===== src/rtl/accu_bank_alu.sv =====
// Bank of num_acc accumulators with a small ALU and a shift-and-add multiplier.
// Define ACCU_BANK_MUL_EN to build the multi-cycle MUL datapath and MUL_BUSY state.
`ifndef DATA_WIDTH
`define DATA_WIDTH 8
`endif
`ifndef OP_CODE_WIDTH
`define OP_CODE_WIDTH 4
`endif

module accu_bank_alu #(
    parameter int unsigned data_width    = `DATA_WIDTH,
    parameter int unsigned op_code_width = `OP_CODE_WIDTH,
    parameter int unsigned num_acc       = 4
) (
    input  logic                       clk,
    input  logic                       rst,
    input  logic                       in_valid,
    output logic                       in_ready,
    input  logic [op_code_width-1:0]   opcode,
    input  logic [$clog2(num_acc)-1:0] acc_sel,
    input  logic [data_width-1:0]      data_in,
    output logic [data_width-1:0]      data_out,
    output logic                       cy,
    output logic                       zero,
    output logic                       done
);
    localparam int unsigned W     = data_width;
    localparam int unsigned OP_W  = op_code_width;
    localparam int unsigned SEL_W = $clog2(num_acc);

    localparam logic [OP_W-1:0] OP_LOAD = OP_W'(0);
    localparam logic [OP_W-1:0] OP_ADD  = OP_W'(1);
    localparam logic [OP_W-1:0] OP_ADC  = OP_W'(2);
    localparam logic [OP_W-1:0] OP_SUB  = OP_W'(3);
    localparam logic [OP_W-1:0] OP_AND  = OP_W'(4);
    localparam logic [OP_W-1:0] OP_OR   = OP_W'(5);
    localparam logic [OP_W-1:0] OP_XOR  = OP_W'(6);
    localparam logic [OP_W-1:0] OP_NOT  = OP_W'(7);
    localparam logic [OP_W-1:0] OP_SHL  = OP_W'(8);
    localparam logic [OP_W-1:0] OP_SHR  = OP_W'(9);

    logic [W-1:0] acc_q [num_acc];
    logic [W-1:0] acc_d [num_acc];
    logic [num_acc-1:0] cy_q, cy_d;
    logic done_q, done_d;
    logic accept;

    logic [W-1:0] opa, alu_acc;
    logic         alu_cy;

    // Single-cycle ALU on the selected accumulator; NOP and unknown opcodes pass through.
    always_comb begin
        opa     = acc_q[acc_sel];
        alu_acc = opa;
        alu_cy  = cy_q[acc_sel];
        case (opcode)
            OP_LOAD: begin alu_acc = data_in; alu_cy = 1'b0; end
            OP_ADD:  {alu_cy, alu_acc} = {1'b0, opa} + {1'b0, data_in};
            OP_ADC:  {alu_cy, alu_acc} = {1'b0, opa} + {1'b0, data_in} + (W+1)'(cy_q[acc_sel]);
            OP_SUB:  {alu_cy, alu_acc} = {1'b0, opa} - {1'b0, data_in};
            OP_AND:  alu_acc = opa & data_in;
            OP_OR:   alu_acc = opa | data_in;
            OP_XOR:  alu_acc = opa ^ data_in;
            OP_NOT:  alu_acc = ~opa;
            OP_SHL:  begin alu_cy = opa[W-1]; alu_acc = {opa[W-2:0], 1'b0}; end
            OP_SHR:  begin alu_cy = opa[0];   alu_acc = {1'b0, opa[W-1:1]}; end
            default: ;
        endcase
    end

`ifdef ACCU_BANK_MUL_EN
    localparam int unsigned CNT_W = $clog2(W);
    localparam logic [OP_W-1:0] OP_MUL = OP_W'(10);

    typedef enum logic {IDLE = 1'b0, MUL_BUSY = 1'b1} state_t;
    state_t state_q, state_d;

    logic [CNT_W-1:0] cnt_q, cnt_d;
    logic [2*W-1:0]   mcand_q, mcand_d, prod_q, prod_d, prod_sum;
    logic [W-1:0]     mplier_q, mplier_d;
    logic [SEL_W-1:0] tgt_q, tgt_d;
    logic             is_mul, mul_last;

    assign accept   = in_valid && in_ready;
    assign is_mul   = (opcode == OP_MUL);
    assign mul_last = (state_q == MUL_BUSY) && (cnt_q == CNT_W'(W-1));
    assign prod_sum = prod_q + (mplier_q[0] ? mcand_q : '0);

    always_ff @(posedge clk or posedge rst) begin
        if (rst) state_q <= IDLE;
        else     state_q <= state_d;
    end

    always_comb begin
        state_d = state_q;
        case (state_q)
            IDLE:     if (accept && is_mul) state_d = MUL_BUSY;
            MUL_BUSY: if (mul_last)         state_d = IDLE;
            default:  state_d = IDLE;
        endcase
    end

    always_comb begin
        in_ready = (state_q == IDLE);
    end

    // Datapath: single-cycle writes in IDLE, one multiplier bit per MUL_BUSY cycle.
    always_comb begin
        acc_d    = acc_q;
        cy_d     = cy_q;
        done_d   = 1'b0;
        cnt_d    = cnt_q;
        mcand_d  = mcand_q;
        mplier_d = mplier_q;
        prod_d   = prod_q;
        tgt_d    = tgt_q;
        if (state_q == IDLE) begin
            if (accept && is_mul) begin
                mcand_d  = {W'(0), acc_q[acc_sel]};
                mplier_d = data_in;
                prod_d   = '0;
                cnt_d    = '0;
                tgt_d    = acc_sel;
            end else if (accept) begin
                acc_d[acc_sel] = alu_acc;
                cy_d[acc_sel]  = alu_cy;
                done_d         = 1'b1;
            end
        end else begin
            prod_d   = prod_sum;
            mcand_d  = mcand_q << 1;
            mplier_d = mplier_q >> 1;
            cnt_d    = cnt_q + CNT_W'(1);
            if (mul_last) begin
                acc_d[tgt_q] = prod_sum[W-1:0];
                cy_d[tgt_q]  = |prod_sum[2*W-1:W];
                done_d       = 1'b1;
            end
        end
    end

    always_ff @(posedge clk or posedge rst) begin
        if (rst) begin
            cnt_q    <= '0;
            mcand_q  <= '0;
            mplier_q <= '0;
            prod_q   <= '0;
            tgt_q    <= '0;
        end else begin
            cnt_q    <= cnt_d;
            mcand_q  <= mcand_d;
            mplier_q <= mplier_d;
            prod_q   <= prod_d;
            tgt_q    <= tgt_d;
        end
    end
`else
    assign in_ready = 1'b1;
    assign accept   = in_valid;

    always_comb begin
        acc_d  = acc_q;
        cy_d   = cy_q;
        done_d = 1'b0;
        if (accept) begin
            acc_d[acc_sel] = alu_acc;
            cy_d[acc_sel]  = alu_cy;
            done_d         = 1'b1;
        end
    end
`endif

    always_ff @(posedge clk or posedge rst) begin
        if (rst) begin
            for (int i = 0; i < int'(num_acc); i++) acc_q[i] <= '0;
            cy_q   <= '0;
            done_q <= 1'b0;
        end else begin
            acc_q  <= acc_d;
            cy_q   <= cy_d;
            done_q <= done_d;
        end
    end

    assign data_out = acc_q[acc_sel];
    assign cy       = cy_q[acc_sel];
    assign zero     = (acc_q[acc_sel] == '0);
    assign done     = done_q;

endmodule


===== config.mk =====
export PLATFORM = sky130hd
export DESIGN_NAME = accu_bank_alu
export DESIGN_NICKNAME = d
export VERILOG_FILES = /design/src/rtl/accu_bank_alu.sv
export SDC_FILE = /design/constraint.sdc
export NUM_CORES = 1
export LEC_CHECK = 0
export ABC_AREA = 1
export ABC_CLOCK_PERIOD_IN_PS = 3600
export CAP_MARGIN = 20
export CORE_MARGIN = 3
export CORE_UTILIZATION = 30
export CTS_CLUSTER_DIAMETER = 60
export DETAILED_ROUTE_END_ITERATION = 16
export GPL_ROUTABILITY_DRIVEN = 0
export PLACE_DENSITY_LB_ADDON = 0.08
export SYNTH_ARGS = -nofsm -noshare
export SYNTH_HDL_FRONTEND = slang
export SYNTH_SLANG_ARGS = --single-unit
export TNS_END_PERCENT = 30

===== constraint.sdc =====
create_clock -name clk -period 3.6 [get_ports clk]
set_input_delay 0.36 -clock clk [delete_from_list [all_inputs] [get_ports clk]]
set_output_delay 0.36 -clock clk [all_outputs]
set_load 0.01 [all_outputs]

**Word-level counts from Yosys, hierarchy flattened**

Cells that the tools add are included.

- Reductions and logical operators: 4
- Add/subtract/negate cells: 3
- Bitwise logic cells: 5
- Magnitude comparators: 4
- Mux-type cells: 14
- Equal/unequal tests: 9

Operators with widths:

| cell | number |
|---|---|
| $pmux 8 s10 | 1 |
| $bwmux 32 | 1 |
| $mux 8 | 3 |
| $bmux 8 s2 | 1 |
| $demux 8 s2 | 1 |
| $eq 4x3->1 const B | 4 |
| $add 8x8->9 | 1 |
| $add 9x1->9 | 1 |
| $sub 8x8->9 | 1 |
| $and 8x8->8 | 1 |
| $eq 4x2->1 const B | 2 |
| $eq 4x4->1 const B | 2 |
| $logic_not 8->1 | 1 |
| $not 8->8 | 1 |
| $or 8x8->8 | 1 |
| $xor 8x8->8 | 1 |
| $pmux 1 s6 | 1 |
| $bwmux 4 | 1 |
| $eq 4x1->1 const B | 1 |
| $logic_not 4->1 | 1 |
| $ge 3x3->1 const B | 1 |
| $lt 2x3->1 const B | 1 |
| $lt 3x1->1 const B | 1 |
| $mux 1 | 3 |
| other kinds (5) | 6 |

- Register bits after elaboration: 37
- Bits of input ports: 17

**Logic depth before layout (Yosys ltp)**

Gate-level depths: netlist (run 1).

- Depth in word-level cells: 8
- Gate-level depth with buffers: 21

**Worst setup path after synthesis (run 1)**

No wires, ideal clock.

- Kind: input -> register
- Start: input port acc_sel[1]
- End: register cy_q[0]
- Arrival time: 2.648 ns
- Cell stages on the path: 18
- Slack: 0.835 ns
- Setup time: 0.117 ns
- Cells stage by stage: nand2_1 -> nor2_1 -> a21oi_1 -> nand3_2 -> ha_1 -> inv_1 -> fa_1 -> inv_1 -> ha_1 -> inv_1 -> nor2_1 -> nand3_1 -> nor2_2 -> nand4_1 -> nand3_1 -> nand3_2 -> nand2_1 -> nand2_1

- Word-level cells in the longest chain between the ends: 8
- Elaborated cells on any way between the ends: 16
- Classes of those cells: 3 x add/sub; 2 x order compare; 9 x mux; 1 x bitwise; 1 x reduce/logical

Ends and longest elaborated chain:

| element | RTL line | source |
|---|---|---|
| start, declared | 20 | `input logic [$clog2(num_acc)-1:0] acc_sel,` |
| $not 2->3 (*) | - |  |
| $bmux 8 s2 (*) | - |  |
| $mux 8 (*) (2 in a row) | - |  |
| named net data_out[0] | 22 | `output logic [data_width-1:0] data_out,` |
| $add 8x8->9 | 58, 59 |  |
| $add 9x1->9 | 59 | `OP_ADC: {alu_cy, alu_acc} = {1'b0, opa} + {1'b0, data_in} + (W+1)'(cy_q[acc_sel]);` |
| $pmux 1 s6 (*) | 56 | `case (opcode)` |
| $bwmux 4 (*) | 167 | `cy_d[acc_sel] = alu_cy;` |
| end signal, assigned | 180 | `cy_q <= cy_d;` |
| end, declared | 44 | `logic [num_acc-1:0] cy_q, cy_d;` |

The timed path passes the listed nets; every way through them passes the cells marked *. The select of a mux whose other input is x is not followed.
A chain may end at the register's enable or synchronous reset.

**Worst setup path after layout (run 1)**

- Start: input port acc_sel[1]
- End: output port zero

- Word-level cells in the longest chain between the ends: 5

Ends and longest elaborated chain:

| element | RTL line | source |
|---|---|---|
| $not 2->3 (not written as such) | 187 | `assign zero = (acc_q[acc_sel] == '0);` |
| $bmux 8 s2 | 187 |  |
| $mux 8 (not written as such) (2 in a row) | 187 |  |
| $logic_not 8->1 | 187 |  |
| end, declared | 24 | `output logic zero,` |

No other way between the ends. The select of a mux whose other input is x is not followed.

==> impl_results.md, run 1 <==
- Final Hold Viols: 0
- Sink Count: 37
- Status: finished, final reports clean
- Die Width: ~110 um
- Synth-to-layout area growth: 20.5%
- Worst slew margin: 0.562
- Reg-to-reg critical path startpoint: acc_q[0]$_DFFE_PP0P_
- # rows: 39
- Share of cells above drive strength 1: 0.131
- Yosys warning count: 0
- Startpoint types: primary input
- Global-route wire length before repair: 19.3 mm
- Routed vias/inst: 4.98
- # DRC: 0
- Multi-input gate area: 2300 sq um
- Clk Latency, worst-skew pair: 280 ps
- Setup_tns: 0 ps
- Critical setup path kind: primary input to output pin
- CP Max Fanout: 7
- RSZ-0062 raised after global routing: no
- Ys async rst share: 1.00
- Final wirelength: 12.3 mm
- ANT nets after route: 0
- Power Dens Cells: 449 nW/um^2
- CTS Buf Count: 5
- Initial antenna violation count: 0
- CTS tree: yes
- Mapped Nets: 593
- Vias in the first global route: 3453
- Worst setup EP type: output pin
- Die height: around 110 um
- Root buf cell: clkbuf_16
- ANT cells: 0
- Area of the core: 11500 sq um
- Fill count: 1269
- Final net count: 643
- I/O pins: 29
- Arr. time, crit path: 2960 ps
- Avg Cell Area, Syn: 6.50 sq um
- CP Data Required Time: 3240 ps
- DRT iter0 DRCs: ~280
- Synth Flop Type: dfrtp_1
- Cells after synthesis: 546
- Grt total ovfl: 0
- Post-synth EDFFs: 0
- Register bit total from synthesis: 37
- DRT Pass-1 Iters: 5
- WL per Instance: about 17 um
- Period utilisation layout: 0.924
- Slew Limit Fails: 0
- Tmin final: 3320 ps
- Leak: 2.16 nW
- Clk_skew: 3.04 ps
- VDD IR-drop max: 0.215 mV
- MaxCap Viol Count: 0
- Unique cell type count in the Yosys netlist: 41
- Non-filler instance count after layout: 739
- Synth Cell Area: roughly 3600 sq um
- Commonest non-fill, non-tap cell in the layout: nand2_1
- GRT Util Overall: 0.187
- I/O Buffers: 27
- Via count: 3679
- Clock transition at the registers of the reported paths: roughly 50 ps
- Die area: between 10000 and 15000 sq um
- FF+latch area: roughly 930 sq um
- Seq/Total Area, Yosys: 0.261
- Most frequent cells in the layout: nand2_1 (185), inv_1 (62), nand3_1 (58)
- Slew @ Worst Pin: 653 ps
- Max Buffers Root-to-Sink: 2
- Hpwl dp: 9.69 mm
- Beginning of the critical path: acc_sel[1]
- Hold-fix buffers at CTS: 0
- FMAX: 0.301 GHz
- Hold Path Class: flip-flop to flip-flop
- Final setup vio count: 0
- Hold WS: 473 ps
- Largest net degree at the start of global routing: 38
- H-tree levels: 2
- Dpl cells: between 700 and 800
- Initial Util: 0.308
- HP Start: acc_q[18]$_DFFE_PP0P_
routing by layer:
metal	global-route usage	up-vias	wire, um
met5	0	-	0
met4	0.0219	0	70
met2	0.303	71	5660
met3	0.0195	4	377
met1	0.278	1741	6180
li1	-	1863	-
kinds of logic after synthesis:
family / count (synthesis) / share of synthesized area
AO/OA/AOI/OAI: 60 / 0.104
other: 1 / 0.00106
flip-flops: 37 / 0.261
buffers and inverters: 83 / 0.0934
AND/OR/NAND/NOR: 334 / 0.428
XOR/XNOR: 1 / 0.00247
adder cells (fa/ha/maj): 30 / 0.110
synthesized netlist by cell type, drive strengths merged (3+ instances only):
cell type / n / area share
o211ai: 5 / 0.011
nand4: 14 / 0.026
o21ai: 25 / 0.042
nand2: 191 / 0.21
nand3: 64 / 0.099
o22ai: 3 / 0.0053
a22oi: 4 / 0.0099
dfrtp: 37 / 0.26
nor3: 12 / 0.029
ha: 28 / 0.099
a21oi: 17 / 0.024
nor2: 48 / 0.058
buf: 7 / 0.013
inv: 73 / 0.077
state kept, by name (all words and copies together), names as in the netlist:
name,count
acc_q,32
done,1
cy_q,4
final timing paths:
check	to	slack [ps]	cells after the start
worst max register to register	cy_q[3]$_DFFE_PP0P_	770	18
worst max-delay path	zero	280	12
worst min-delay path	acc_q[18]$_DFFE_PP0P_	470	2
worst min register to register	acc_q[18]$_DFFE_PP0P_	470	2
min in group asynchronous	acc_q[7]$_DFFE_PP0P_	500	3
max in group asynchronous	acc_q[8]$_DFFE_PP0P_	2750	3
power breakdown:
part / internal [W] / total [W] / switching [W]
Combinational: 0.000344 / 0.000929 / 0.000585
Clock: 0.000272 / 0.000432 / 0.000161
Sequential: 0.000508 / 0.000559 / 0.0000508
Total: 0.00112 / 0.00192 / 0.000796
cell type report:
cell class / count / share of cell area
inverter: 75 / 0.0658
multi-input combinational: 426 / 0.537
sequential: 37 / 0.216
timing repair buffer: 51 / 0.105
tap: 143 / 0.0418
clock buffer: 7 / 0.0333
what timing repair did:
action                                  CTS  global route
endpoints found under the setup margin    0             8
resized for setup                         0             1
buffers inserted                          0             0
stage by stage:
stage | area (sq um) | setup WS [ps] | util | power (W)
3_5_place_dp | 4130 | 29.5 | 0.359 | 0.00149
4_1_cts | 4270 | 146 | 0.371 | 0.00193
3_3_place_gp | 4130 | 24.6 | 0.359 | 0.00149
6_report | 4280 | 275 | 0.372 | 0.00192
5_1_grt | 4280 | 75.1 | 0.372 | 0.00208
2_1_floorplan | 3550 | 835 | - | 0.00114
worst max-delay path, stage by stage:
cell,delay [ps]
clkdlybuf4s50_1,510
inv_1,90
nand2_2,110
inv_2,70
buf_4,170
nand2_1,70
nand4_2,100
buf_4,190
nor4_1,330
nand3_1,120
nor3_1,240
clkdlybuf4s50_1,600
Note: power is estimated with default switching activity, not from simulation.
==> run 2: changes to the inputs <==
ABC_AREA = not set   (was 1)
==> impl_results.md, run 2 <==
- Routed vias/inst: 5.33 (was 4.98)
- Non-filler instance count after layout: 660 (was 739)
- Hold-fix buffers at CTS: 0 (unchanged)
- Final wirelength: 12.3 mm (about the same)
- CP Max Fanout: 5 (was 7)
- Unique cell type count in the Yosys netlist: 82 (was 41)
- Mapped Nets: 460 (was 593)
- I/O Buffers: 27 (unchanged)
- Commonest non-fill, non-tap cell in the layout: buf_4 (was nand2_1)
- Most frequent cells in the layout: buf_4 (94), nand2_1 (39), dfrtp_1 (37) (was nand2_1 (185), inv_1 (62), nand3_1 (58))
- GRT Util Overall: 0.189 (was 0.187)
- Die area: 13500 sq um (was 13200 sq um)
- Die Width: 116 um (was 115 um)
- Beginning of the critical path: acc_sel[1] (unchanged)
- Period utilisation layout: 0.964 (was 0.924)
- Max Buffers Root-to-Sink: 2 (unchanged)
- Initial Util: 0.312 (was 0.308)
- Post-synth EDFFs: 0 (unchanged)
- Dpl cells: 652 (was 732)
- Hold WS: 475 ps (was 473 ps)
- Power Dens Cells: 597 nW/um^2 (was 449 nW/um^2)
- CTS tree: yes (unchanged)
- Global-route wire length before repair: 19.7 mm (was 19.3 mm)
- Leak: 2.17 nW (was 2.16 nW)
- Hold Path Class: flip-flop to flip-flop (unchanged)
- Synth top area cells: dfrtp_1 (26%), ha_1 (9.7%), mux4_2 (6.2%), nand2_1 (4.0%), o21ai_0 (4.0%) (was dfrtp_1 (26%), nand2_1 (20%), ha_1 (9.9%), nand3_1 (8.2%), inv_1 (6.6%))
- Root buf cell: clkbuf_16 (unchanged)
- CP Data Required Time: 3740 ps (was 3240 ps)
- Register bit total from synthesis: 37 (unchanged)
- Via count: 3520 (was 3679)
- DP Area: 4670 sq um (was 4130 sq um)
- Final Hold Viols: 0 (unchanged)
- H-tree levels: 2 (unchanged)
- Core Util, Final: 0.419 (was 0.372)
- Ys async rst share: 1.00 (unchanged)
- Initial antenna violation count: 0 (unchanged)
- # DRC: 0 (unchanged)
- ANT nets after route: 0 (unchanged)
- Arr. time, crit path: 3610 ps (was 2960 ps)
- Share of cells above drive strength 1: 0.286 (was 0.131)
- VDD IR-drop max: 0.407 mV (was 0.215 mV)
- Worst slew margin: 0.526 (was 0.562)
- HP Start: acc_q[23]$_DFFE_PP0P_ (was acc_q[18]$_DFFE_PP0P_)
- Die height: 116 um (was 115 um)
- Clock transition at the registers of the reported paths: 50 ps (about the same)
- Cells after synthesis: 413 (was 546)
- Top post-synthesis cells by count: nand2_1 (39), dfrtp_1 (37), o21ai_0 (29), ha_1 (28), inv_1 (27) (was nand2_1 (185), inv_1 (62), nand3_1 (58), nor2_1 (40), dfrtp_1 (37))
- Synth-to-layout area growth: 34.0% (was 20.5%)
- Area of the core: 11600 sq um (was 11500 sq um)
- Largest Register: acc_q (unchanged)
- Status: finished, final reports clean (unchanged)
- Total power draw: 0.00290 W (was 0.00192 W)
- FMAX: 0.288 GHz (was 0.301 GHz)
- CTS Buf Count: 5 (unchanged)
- DRT iter0 DRCs: 185 (was 278)
- Yosys top cell by area: dfrtp_1 (unchanged)
- Seq/Total Area, Yosys: 0.255 (was 0.261)
- Number of flip-flops under the largest register name: 32 (unchanged)
- Reg-to-reg critical path startpoint: acc_q[0]$_DFFE_PP0P_ (unchanged)
- I/O pins: 29 (unchanged)
- Tmin final: 3470 ps (was 3320 ps)
- Slew Limit Fails: 0 (unchanged)
- Grt total ovfl: 0 (unchanged)
- Yosys warning count: 0 (unchanged)
- DRT Pass-1 Iters: 4 (was 5)
- Synth Flop Type: dfrtp_1 (unchanged)
- Final Instance Area: 4860 sq um (was 4280 sq um)
- Clk Latency, worst-skew pair: 280 ps (about the same)
- ANT cells: 0 (unchanged)
- Area share of the largest cell type after synthesis: 0.255 (was 0.261)
- Clk_skew: 3.06 ps (was 3.04 ps)
- Sink Count: 37 (unchanged)
- Final net count: 563 (was 643)
- Avg Cell Area, Syn: 8.79 sq um (was 6.50 sq um)
- Hpwl dp: 9.81 mm (was 9.69 mm)
- WL per Instance: 18.6 um (was 16.6 um)
- Final setup vio count: 0 (unchanged)
- Vias in the first global route: 3561 (was 3453)
- # rows: 39 (unchanged)
- Slew @ Worst Pin: 709 ps (was 653 ps)
- Startpoint types: primary input (unchanged)
- Worst setup EP type: flip-flop (was output pin)
- Setup Fix Bufs, Post-CTS: 0 (unchanged)
- Most common cell in the netlist: nand2_1 (unchanged)
- Critical setup path kind: primary input to flip-flop (was primary input to output pin)
- Largest net degree at the start of global routing: 38 (unchanged)
- MaxCap Viol Count: 0 (unchanged)
- Synth Cell Area: 3630 sq um (was 3550 sq um)
## run 2: power breakdown
group / switching (W) / internal (W)
clock network: 0.000163 / 0.000293
logic: 0.000941 / 0.000918
registers: 0.0000560 / 0.000530
## run 2: stage by stage
step | setup TNS, ps | setup WS, ps
2_1_floorplan | 0 | 126
3_3_place_gp | -8030 | -416
3_5_place_dp | -8550 | -427
4_1_cts | 0 | 13.2
5_1_grt | -53.8 | -25.6
6_report | 0 | 129
## run 2: path summary, 6_finish.rpt
| path | to | slack (ps) | cells after the start |
|---|---|---|---|
| max in group asynchronous | acc_q[0]$_DFFE_PP0P_ | 2770 | 3 |
| min | acc_q[23]$_DFFE_PP0P_ | 480 | 2 |
| max reg2reg | cy_q[2]$_DFFE_PP0P_ | 350 | 11 |
| max | acc_q[7]$_DFFE_PP0P_ | 130 | 13 |
| min reg2reg | acc_q[23]$_DFFE_PP0P_ | 480 | 2 |
| min in group asynchronous | acc_q[6]$_DFFE_PP0P_ | 490 | 3 |
## run 2: per-layer routing
metal,share of wire,routed length (um),global-route usage
met4,0.024,295,0.0480
met2,0.47,5790,0.310
met3,0.039,485,0.0183
met5,0,0,0
met1,0.47,5730,0.267
## run 2: cells by family after synthesis
| group | Yosys count | share of synthesized area |
|---|---|---|
| AO/OA/AOI/OAI | 137 | 0.263 |
| AND/OR/NAND/NOR | 123 | 0.184 |
| buffers and inverters | 54 | 0.0655 |
| flip-flops | 37 | 0.255 |
| adder cells (fa/ha/maj) | 30 | 0.108 |
| multiplexers | 20 | 0.0914 |
| XOR/XNOR | 11 | 0.0328 |
| other | 1 | 0.00103 |
## run 2: what timing repair did
action | 4_1_cts | 5_1_grt
gates resized for setup | 1 | 9
setup endpoints to repair | 20 | 11
gates cloned | 0 | 0
## run 2: area by class of cell
cell class	count	area [sq um]
inverters	28	105
clock inverters	1	5.00
repair buffers	122	996
multi-input cells	322	2500
flip-flops and latches	37	926
well taps	143	179
fillers	1197	6750
clock buffers	7	153
## run 2: worst max-delay path: stages
cell and delay (ps):
clkdlybuf4s50_1 480, buf_4 150, mux4_2 580, inv_1 140, ha_1 270, buf_4 170
o211a_1 130, nand2_1 90, a31oi_1 100, xnor2_1 170, or4_1 600, a31oi_4 250
o31ai_1 110
==> run 3: changes to the inputs <==
CAP_MARGIN = 10   (was 20)
CORE_MARGIN = 1   (was 3)
SKIP_LAST_GASP = 1   (was not set)
==> impl_results.md, run 3 (synthesis gave the netlist of run 2 again) <==
- Area of the core: 11600 sq um (unchanged)
- CP Max Fanout: 5 (unchanged)
- CTS tree: yes (unchanged)
- CP Data Required Time: 3730 ps (was 3740 ps)
- Sink Count: 37 (unchanged)
- Clock transition at the registers of the reported paths: 50 ps (about the same)
- Final Instance Area: 4800 sq um (was 4860 sq um)
- Total power draw: 0.00287 W (was 0.00290 W)
- ANT cells: 0 (unchanged)
- Via count: 3592 (was 3520)
- Number of flip-flops under the largest register name: 32 (unchanged)
- Slew @ Worst Pin: 691 ps (was 709 ps)
- Worst slew margin: 0.538 (was 0.526)
- Startpoint types: primary input (unchanged)
- Initial Util: 0.312 (unchanged)
- Power Dens Cells: 597 nW/um^2 (about the same)
- WL per Instance: 18.4 um (was 18.6 um)
- Global-route wire length before repair: 19.6 mm (was 19.7 mm)
- Largest Register: acc_q (unchanged)
- Final net count: 558 (was 563)
- Final Hold Viols: 0 (unchanged)
- Initial antenna violation count: 0 (unchanged)
- Die area: 12500 sq um (was 13500 sq um)
- Final setup vio count: 0 (unchanged)
- Critical setup path kind: primary input to flip-flop (unchanged)
- Die Width: 112 um (was 116 um)
- I/O Buffers: 27 (unchanged)
- Worst setup EP type: flip-flop (unchanged)
- Vias in the first global route: 3629 (was 3561)
- VDD IR-drop max: 0.330 mV (was 0.407 mV)
- Commonest non-fill, non-tap cell in the layout: buf_4 (unchanged)
- DRT Pass-1 Iters: 11 (was 4)
- Hpwl dp: 9.59 mm (was 9.81 mm)
- Tmin final: 3390 ps (was 3470 ps)
- GRT Util Overall: 0.199 (was 0.189)
- CTS Buf Count: 5 (unchanged)
- DRT iter0 DRCs: 228 (was 185)
- Largest net degree at the start of global routing: 38 (unchanged)
- # DRC: 1 (was 0)
- I/O pins: 29 (unchanged)
- Status: finished, violations left (was finished, final reports clean)
- H-tree levels: 2 (unchanged)
- Slew Limit Fails: 0 (unchanged)
- Synth-to-layout area growth: 32.2% (was 34.0%)
- Setup Fix Bufs, Post-CTS: 0 (unchanged)
- Root buf cell: clkbuf_16 (unchanged)
- Share of cells above drive strength 1: 0.271 (was 0.286)
- Max Buffers Root-to-Sink: 2 (unchanged)
- Clk Latency, worst-skew pair: 280 ps (about the same)
- MaxCap Viol Count: 0 (unchanged)
- Post-CTS sizing: 2 (was 1)
- Grt total ovfl: 0 (unchanged)
- Final wirelength: 12.0 mm (was 12.3 mm)
- Hold-fix buffers at CTS: 0 (unchanged)
- Most frequent cells in the layout: buf_4 (88), nand2_1 (39), dfrtp_1 (37) (was buf_4 (94), nand2_1 (39), dfrtp_1 (37))
- Hold Path Class: flip-flop to flip-flop (unchanged)
- Clk_skew: 5.33 ps (was 3.06 ps)
- # rows: 39 (unchanged)
- DP Area: 4650 sq um (was 4670 sq um)
- RSZ-0062 raised after global routing: no
- Routed vias/inst: 5.48 (was 5.33)
- Period utilisation layout: 0.941 (was 0.964)
- FMAX: 0.295 GHz (was 0.288 GHz)
- Arr. time, crit path: 3520 ps (was 3610 ps)
- Leak: 2.14 nW (was 2.17 nW)
- ANT nets after route: 0 (unchanged)
- Failing checks: design-rule violations
- Die height: 112 um (was 116 um)
run 3: changes by cell type in the layout (fill, tap and decap cells not counted), sizes merged:
| cell | change |
|---|---|
| buf | -5 |
| clkbuf | +1 |
| clkdlybuf4s50 | -1 |
run 3: final cells by class:
cell class / instances / area [sq um]
inverter: 28 / 105
fill: 1183 / 6820
tap: 143 / 179
clock inverter: 1 / 5.00
timing repair buffer: 117 / 966
clock buffer: 7 / 153
sequential: 37 / 926
multi-input combinational: 322 / 2460
run 3: final timing paths:
kind                                            from               endpoint  depth (start not counted)  slack (ps)
worst max-delay path                      acc_sel[1]   acc_q[7]$_DFFE_PP0P_                         12         210
max in group asynchronous                        rst  acc_q[20]$_DFFE_PP0P_                          3        2780
worst min-delay path            acc_q[8]$_DFFE_PP0P_   acc_q[8]$_DFFE_PP0P_                          2         480
worst max register to register  acc_q[0]$_DFFE_PP0P_    cy_q[1]$_DFFE_PP0P_                         12         250
min in group asynchronous                        rst  acc_q[29]$_DFFE_PP0P_                          3         490
worst min register to register  acc_q[8]$_DFFE_PP0P_   acc_q[8]$_DFFE_PP0P_                          2         480
run 3: per-stage QoR:
| step | setup WS [ps] | hold WS (ps) | cells | utilization | setup TNS (ps) |
|---|---|---|---|---|---|
| after floorplan | 126 | 391 | 413 | - | 0 |
| after global placement | -455 | 458 | 647 | 0.400 | -9440 |
| after detailed placement | -510 | 467 | 647 | 0.400 | -10030 |
| after CTS | 50.4 | 479 | 655 | 0.413 | 0 |
| after global routing | 14.1 | 502 | 655 | 0.413 | 0 |
| final | 213 | 476 | 655 | 0.413 | 0 |
run 3: power breakdown:
part | switching, W | internal, W | leakage (nW)
sequential | 0.0000546 | 0.000530 | 0.464
clock | 0.000157 | 0.000293 | 0.0799
combinational | 0.000934 | 0.000896 | 1.60
total | 0.00115 | 0.00172 | 2.14
run 3: layer usage:
| metal | part of all wire | up-vias | GRT usage | routed length (um) |
|---|---|---|---|---|
| met5 | 0 | - | 0 | 0 |
| met4 | 0.025 | 0 | 0.0729 | 302 |
| met3 | 0.033 | 24 | 0.0142 | 399 |
| met2 | 0.47 | 91 | 0.329 | 5620 |
| met1 | 0.47 | 1764 | 0.274 | 5710 |
| li1 | - | 1713 | - | - |
run 3: worst max-delay path, cell delays in order:
cell and delay (ps):
clkdlybuf4s15_1 320, buf_4 220, mux4_2 590, inv_1 110, ha_1 260, o21a_1 190, nor2_1 190, a31oi_1 100
xnor2_1 200, or4_1 560, a31oi_2 290, o31ai_1 120
